<file path="config.mk">
export PLATFORM = sky130hd
export DESIGN_NAME = relu_maxpool2x2_stream
export DESIGN_NICKNAME = d
export VERILOG_FILES = /design/src/rtl/relu_maxpool2x2_stream.sv
export SDC_FILE = /design/constraint.sdc
export NUM_CORES = 2
export LEC_CHECK = 0
export ABC_CLOCK_PERIOD_IN_PS = 20700
export CORE_ASPECT_RATIO = 1.5
export CORE_MARGIN = 3
export CORE_UTILIZATION = 60
export DETAILED_ROUTE_END_ITERATION = 10
export DONT_BUFFER_PORTS = 1
export HOLD_SLACK_MARGIN = 0.1
export PLACE_DENSITY = 0.75
export SLEW_MARGIN = 25
export SYNTH_ARGS = -nofsm -noshare
export SYNTH_HDL_FRONTEND = slang
export SYNTH_SLANG_ARGS = --single-unit
</file>
<file path="constraint.sdc">
create_clock -name clk -period 20.7 [get_ports clk]
set_clock_uncertainty 0.1 [all_clocks]
set_input_delay 4.14 -clock clk [delete_from_list [all_inputs] [get_ports clk]]
set_output_delay 4.14 -clock clk [all_outputs]
set_load 0.03 [all_outputs]
</file>
<file path="src/rtl/relu_maxpool2x2_stream.sv">
// Streaming ReLU + 2x2/stride-2 max-pool over a raster float32 pixel stream.
// Optional macro RELU_POOL_RELU_EN: clamp negatives to +0 before pooling; otherwise full IEEE max.
module relu_maxpool2x2_stream #(
    parameter int DATA_WIDTH = 32,
    parameter int WIDTH      = 112,
    parameter int HEIGHT     = 112
) (
    input  logic                  clk,
    input  logic                  rst,
    input  logic                  valid_in,
    input  logic [DATA_WIDTH-1:0] data_in,
    output logic                  valid_out,
    output logic [DATA_WIDTH-1:0] data_out,
    output logic                  frame_done
);
    localparam int CW = $clog2(WIDTH);
    localparam int RW = (HEIGHT > 2) ? $clog2(HEIGHT) : 1;
    localparam int IW = CW - 1;

    typedef enum logic {S_ROW_EVEN, S_ROW_ODD} state_t;

    state_t                r_state, w_state_nxt;
    logic [CW-1:0]         r_col;
    logic [RW-1:0]         r_row;
    logic [DATA_WIDTH-1:0] r_hold;
    logic [DATA_WIDTH-1:0] r_line_buf [WIDTH/2];
    logic [DATA_WIDTH-1:0] r_data_out;
    logic                  r_valid_out;
    logic                  r_frame_done;

    logic [DATA_WIDTH-1:0] w_smp, w_pair, w_lb, w_pool;
    logic [IW-1:0]         w_idx;
    logic                  w_col_last, w_row_last;

    // True when b is strictly greater than a; ties keep the earlier operand.
    function automatic logic gt(input logic [DATA_WIDTH-1:0] b, input logic [DATA_WIDTH-1:0] a);
`ifdef RELU_POOL_RELU_EN
        return b[DATA_WIDTH-2:0] > a[DATA_WIDTH-2:0];
`else
        if (a[DATA_WIDTH-2:0] == '0 && b[DATA_WIDTH-2:0] == '0) return 1'b0;
        if (a[DATA_WIDTH-1] != b[DATA_WIDTH-1])                  return a[DATA_WIDTH-1];
        if (!a[DATA_WIDTH-1])                                    return b[DATA_WIDTH-2:0] > a[DATA_WIDTH-2:0];
        return b[DATA_WIDTH-2:0] < a[DATA_WIDTH-2:0];
`endif
    endfunction

    function automatic logic [DATA_WIDTH-1:0] fmax(input logic [DATA_WIDTH-1:0] first,
                                                   input logic [DATA_WIDTH-1:0] second);
        return gt(second, first) ? second : first;
    endfunction

`ifdef RELU_POOL_RELU_EN
    assign w_smp = data_in[DATA_WIDTH-1] ? '0 : data_in;
`else
    assign w_smp = data_in;
`endif

    assign w_idx      = r_col[CW-1:1];
    assign w_lb       = r_line_buf[w_idx];
    assign w_pair     = fmax(r_hold, w_smp);
    // Line buffer arrived a row earlier, so it is the first operand.
    assign w_pool     = fmax(w_lb, w_pair);
    assign w_col_last = (r_col == CW'(WIDTH - 1));
    assign w_row_last = (r_row == RW'(HEIGHT - 1));

    always_comb begin
        w_state_nxt = r_state;
        if (valid_in && w_col_last) begin
            if (w_row_last)                 w_state_nxt = S_ROW_EVEN;
            else if (r_state == S_ROW_EVEN) w_state_nxt = S_ROW_ODD;
            else                            w_state_nxt = S_ROW_EVEN;
        end
    end

    always_ff @(posedge clk) begin
        if (rst) r_state <= S_ROW_EVEN;
        else     r_state <= w_state_nxt;
    end

    always_ff @(posedge clk) begin
        if (rst) begin
            r_col        <= '0;
            r_row        <= '0;
            r_hold       <= '0;
            r_data_out   <= '0;
            r_valid_out  <= 1'b0;
            r_frame_done <= 1'b0;
        end else begin
            r_valid_out  <= 1'b0;
            r_frame_done <= 1'b0;
            if (valid_in) begin
                if (w_col_last) begin
                    r_col <= '0;
                    r_row <= w_row_last ? '0 : r_row + RW'(1);
                end else begin
                    r_col <= r_col + CW'(1);
                end
                if (!r_col[0]) begin
                    r_hold <= w_smp;
                end else if (r_state == S_ROW_ODD) begin
                    r_data_out   <= w_pool;
                    r_valid_out  <= 1'b1;
                    r_frame_done <= w_row_last && w_col_last;
                end
            end
        end
    end

    // Not cleared: every entry is written on an even row before the odd row reads it.
    always_ff @(posedge clk) begin
        if (!rst && valid_in && r_col[0] && r_state == S_ROW_EVEN)
            r_line_buf[w_idx] <= w_pair;
    end

    assign valid_out  = r_valid_out;
    assign data_out   = r_data_out;
    assign frame_done = r_frame_done;
endmodule

</file>
### Word level (Yosys, flattened, before mapping)

Memory sizes are Yosys's and may differ from the RTL's. A register that Yosys moved wholly into a read port is not among the register bits.
Cells that the tools add are included.

| storage, ports and cells | value |
|---|---|
| register bits | 81 |
| bits in latches | 0 |
| bits in writable memories | 1792 |
| ROM bits | 0 |
| input bits | 35 |
| memories kept | 1 |

| operators by class | value |
|---|---|
| $add $sub $neg | 2 |
| $mul | 0 |
| div/mod/pow operators | 0 |
| magnitude comparators | 4 |
| equality and inequality tests | 4 |
| shifts and indexed selects | 0 |
| mux-type cells | 35 |
| bitwise operators | 3 |
| reductions and logical operators | 17 |

Memory list:

| name | words | width | rd ports | clocked after memory_dff | write ports | line | RTL |
|---|---|---|---|---|---|---|---|
| r_line_buf | 56 | 32 | 1 | 1 | 1 | 26 | `logic [DATA_WIDTH-1:0] r_line_buf [WIDTH/2];` |

Operator list:

| kind | count |
|---|---|
| $logic_not A31 Y1 | 4 |
| $mux W32 | 2 |
| $gt A31 B31 Y1 | 2 |
| $lt A31 B31 Y1 | 2 |
| $mux W1 | 29 |
| $add A7 B1 Y7 const B | 2 |
| $eq A7 B7 Y1 const B | 2 |
| $mux W7 | 2 |
| $mux W6 | 2 |
| $logic_and A1 B1 Y1 | 7 |
| $reduce_and A2 Y1 | 2 |
| $reduce_or A4 Y1 | 1 |
| $not A1 Y1 | 3 |
| $reduce_and A3 Y1 | 1 |
| $reduce_or A3 Y1 | 1 |
| $ne A1 B1 Y1 | 2 |
| $logic_not A1 Y1 | 1 |

### Depth between registers and ports, before layout

| depth | value |
|---|---|
| depth after elaboration | 20 |
| mapped depth | 27 |

### Worst setup path before layout

No wires, ideal clock.

| timing path | value |
|---|---|
| path kind | input to register |
| start | in data_in[29] |
| end | reg r_data_out[18], in the netlist data_out[18] |
| setup time | 0.117 ns |
| arrival time | 10.947 ns |
| required time | 20.483 ns |
| setup slack | 9.535 ns |
| stages on the path | 23 |
| buffers on the path | 3 |
| path through | ha_1 -> nand3_1 -> nor4_1 -> nand2_1 -> a31oi_1 -> o21ai_0 -> nand2b_1 -> nor2_1 -> clkbuf_1 -> clkbuf_1 -> o21ai_0 -> ha_1 -> a2111oi_0 -> o21ai_0 -> o21ai_0 -> o2111a_1 -> o2bb2ai_1 -> a31o_1 -> nor3_1 -> nand4b_2 -> buf_4 -> or2_1 -> a32o_1 |

| on the way | value |
|---|---|
| elaborated cells on any way between the ends | 24 |
| those cells by class | order compare (4); eq/ne (1); mux (15); reduce/logical (4) |

RTL lines:

| element | line | RTL |
|---|---|---|
| start, declared | 11 | `input logic [DATA_WIDTH-1:0] data_in,` |
| $gt A31 B31 Y1 | 42 | `if (!a[DATA_WIDTH-1]) return b[DATA_WIDTH-2:0] > a[DATA_WIDTH-2:0];` |
| $mux W1 | 42 |  |
| $mux W1 | 43 | `return b[DATA_WIDTH-2:0] < a[DATA_WIDTH-2:0];` |
| $mux W1 | 42 |  |
| $mux W1 | 41 | `if (a[DATA_WIDTH-1] != b[DATA_WIDTH-1]) return a[DATA_WIDTH-1];` |
| $mux W32 (*) | 49 | `return gt(second, first) ? second : first;` |
| net w_pair[29] | 31 | `logic [DATA_WIDTH-1:0] w_smp, w_pair, w_lb, w_pool;` |
| $gt A31 B31 Y1 | 42 |  |
| $mux W1 | 42 |  |
| $mux W1 | 43 |  |
| $mux W1 | 42 |  |
| $mux W1 (*) | 41 |  |
| $mux W32 (*) | 49 |  |
| end signal, assigned | 101 | `r_data_out <= w_pool;` |
| end, declared | 27 | `logic [DATA_WIDTH-1:0] r_data_out;` |

Mark *: on every way through the listed nets, which the timed path passes. The rest lies on a longest branch. The select of a mux whose other input is x is not followed.
A chain may end at the register's enable or synchronous reset.

### Worst setup path in the final report

| timing path | value |
|---|---|
| start | in data_in[27] |
| end | reg r_data_out[2], in the netlist data_out[2] |

| on the way | value |
|---|---|
| elaborated cells on any way between the ends | 24 |
| those cells by class | order compare (4); eq/ne (1); mux (15); reduce/logical (4) |

RTL lines:

| element | line |
|---|---|
| $gt A31 B31 Y1 | 42 |
| $mux W1 | 42 |
| $mux W1 | 43 |
| $mux W1 | 42 |
| $mux W1 (*) | 41 |
| $mux W32 (*) | 49 |
| net w_pair[29] | 31 |
| $gt A31 B31 Y1 | 42 |
| $mux W1 | 42 |
| $mux W1 | 43 |
| $mux W1 | 42 |
| $mux W1 (*) | 41 |
| $mux W32 (*) | 49 |

Marked as above.

==> results.yml <==
status:
  outcome: "complete, no violations"
synthesis:
  netlist_top_cells_count: "edfxtp_1, mux4_2, nand2_1"
  synthDistinctLibCells: 75
  synth_fp_nets: 3800
  synth-seq-cells: 1879
  synthArstFlopShare: 0
  yosys_warnings: 0
  synth_area_um2: 74100
  yosys.area.top_type: "edfxtp_1"
  synthCells: 3702
  yosysMostFrequentCell: "edfxtp_1"
  ys_seq_area_frac: 0.749
  synth_edf_count: 1792
  ys_top_cells_by_area: "edfxtp_1, mux4_2, dfxtp_1, mux2i_1, nand2_1"
  synthFlopType: "edfxtp_1"
  synth.avg_cell_area_um2: 20.0
  synth_top_area_frac: 0.726
timing:
  tns_ps: 0
  final.period_utilization: 0.532
  worstMarginPinSlew_ps: 1020
  max_freq_mhz: 90.8
  slew_violations: 0
  post-route-min-period_ps: 11020
  hold_violations: 0
  relSlewSlack: 0.318
  finalSetupViolations: 0
  rsz0062_at_grt: "false"
power_and_ir_drop:
  p_leak_nw: 25.5
  ir_worst_vdd_v: 0.0000767
  power_w: 0.00771
  p_per_area_nw_per_um2: 93.8
placement:
  io_buffers: 0
  gp_congestion: 0.908
  dp_hpwl_um: 108000
  dpl.cell_count: 5231
critical_path:
  path_cells: "ha_1 -> nand4_1 -> nor4_1 -> nand2_1 -> a31oi_1 -> o31ai_1 -> nand2b_1 -> nor2_4 -> buf_4 -> nand2_1 -> o21ai_4 -> buf_4 -> ha_1 -> a2111oi_0 -> o21ai_0 -> o21ai_0 -> o2111a_1 -> o2bb2ai_1 -> a31o_1 -> nor3_1 -> nand4b_4 -> or2_2 -> a32o_1"
  start_kind: "input pin"
  crit_type: "in2reg"
  cp_top_family: "simple AND/OR/NAND/NOR gates"
  endpoint_kind: "flip-flop"
  required_ps: 21280
  crit_path_max_incr_delay_ps: 750
  path_max_fanout: 59
  worst-path-stages: 23
  worst-path-buf-inv: 2
  arrival_ps: 11600
  critPathSlowestCell: "nand4b_4"
  rr_worst_depth: 20
final_layout:
  final_nets: 3901
  drive_above_1_share: 0.241
  final_cells: 5525
  area_growth_pct: 10.8
  fin_util: 0.671
die:
  num_rows: 157
  start_util: 0.606
  fp.dieArea_um2: 128000
  io_pins: 69
  chipWidth_um: 293
  core_region_area_um2: 122000
  die_h_um: 436
global_routing:
  grt_max_degree: 120
  antenna_found_initial: 6
  grt_pass1_vias: 39144
  grt_pass1_wl_um: 280000
  overflow: 0
  grt.total_usage: 0.311
cts:
  insertion_delay_ps: 790
  cts.sinks: 1879
  cts_tree: "yes"
  cts_hold_buf: 0
  numCtsBuffers: 158
  cts.htree.levels: 4
  clk_pin_slew_worst_paths_ps: 70
  cts_root_buf: "clkbuf_16"
  cts_setup_buffers: 0
  cts.repair.resized: 0
  clk_path_buf_depth: 3
route:
  vias: 38702
  drt_iter0_markers: 4890
  dr.pass1.iters: 6
  drc_errors: 0
  wl_um: 195000
  avgRoutedWirePerCell_um: 35.2
  antenna_left: 0
  avgViaCountPerCell: 7.00
worst_hold_path:
  holdPathStages: 2
  hp-class: "reg2reg"
job:
  cap_violations: 0
## tightest hold or removal path, stage by stage (launching register included)
cell,delay [ps]
dfxtp_1,320
nand2_1,50
a21oi_1,50
## where the power goes
| group | switching, W | internal, W |
|---|---|---|
| Clock | 0.00132 | 0.00166 |
| Combinational | 0.000315 | 0.000145 |
| Sequential | 0.00000827 | 0.00427 |
| Total | 0.00164 | 0.00607 |
## cell usage in the layout (no fill, tap or decap), types with 12 or more instances in the layout
| cell type | Yosys | layout |
|---|---|---|
| ha_1 | 63 | 63 |
| a21o_1 | 12 | 12 |
| o21ai_0 | 63 | 34 |
| o221ai_1 | 12 | 12 |
| o22ai_1 | 22 | 22 |
| nand4_1 | 25 | 25 |
| clkinv_1 | 3 | 36 |
| mux2i_1 | 108 | 108 |
| nor2_4 | 0 | 57 |
| buf_4 | 24 | 128 |
| clkinv_2 | 0 | 28 |
| bufinv_16 | 0 | 16 |
| a22oi_1 | 20 | 20 |
| mux4_2 | 450 | 450 |
| nor3_1 | 16 | 16 |
| nor2b_1 | 19 | 16 |
| edfxtp_1 | 1792 | 1792 |
| a32oi_1 | 15 | 15 |
| nor2_1 | 126 | 67 |
| clkbuf_1 | 75 | 30 |
| nand2_1 | 262 | 261 |
| and3_1 | 12 | 12 |
| o21ai_4 | 0 | 29 |
| a221oi_1 | 20 | 20 |
| inv_1 | 40 | 40 |
| and2_1 | 21 | 21 |
| dfxtp_1 | 87 | 81 |
| nand3_1 | 28 | 28 |
| nor4_1 | 19 | 19 |
| clkbuf_16 | 0 | 163 |
| o211ai_1 | 18 | 18 |
| a21oi_1 | 84 | 84 |
| o31ai_1 | 16 | 16 |
## flip-flops by register name (all words and copies together) (netlist names), named ones only
| register | count |
|---|---|
| frame_done | 1 |
| r_row | 7 |
| r_line_buf | 1792 |
| r_col | 7 |
| valid_out | 1 |
| r_hold | 32 |
| r_state | 1 |
| data_out | 32 |
## final cells by class
type                       count  area, um2
antenna                        1       2.50
clock buffer                 196       4230
clock inverter                95        900
fill                        7557      40200
inverter                      43        164
multi-input combinational   1587      18200
sequential                  1879      55600
tap                         1590       1990
timing repair buffer         134       1100
## kinds of logic (layout without fill, tap and decap cells)
group	after synthesis	count (layout)	synth area share
buffers and inverters	236	468	0.0161
adder cells (fa/ha/maj)	63	63	0.0106
flip-flops	1879	1879	0.749
XOR/XNOR	8	8	0.000945
AND/OR/NAND/NOR	575	575	0.0355
other	0	1	0
multiplexers	568	568	0.153
AO/OA/AOI/OAI	373	373	0.0345
## worst paths after layout
path	slack (ps)	startpoint	end
worst max-delay path	9680	data_in[27]	data_out[2]$_SDFFE_PP0P_
worst min-delay path	370	r_hold[4]$_SDFFE_PP0P_	r_hold[4]$_SDFFE_PP0P_
worst max register to register	12390	flip-flop	data_out[2]$_SDFFE_PP0P_
worst min register to register	370	r_hold[4]$_SDFFE_PP0P_	r_hold[4]$_SDFFE_PP0P_
## through the flow
step           worst slack, ps  instance area (um2)  hold WS, ps
2_1_floorplan             9540                74100          349
3_3_place_gp              9130                76900          353
3_5_place_dp              9000                76900          358
4_1_cts                   9840                82100          367
5_1_grt                   9140                82100          387
6_report                  9680                82100          367
## per-layer routing
metal	GRT usage	vias up	routed length (um)
met1	0.402	20069	66300
met4	0.145	2	10600
met2	0.497	2621	95300
met5	0	-	6
li1	-	15466	-
met3	0.0845	544	22500
Power figures use the tool's default switching activity.
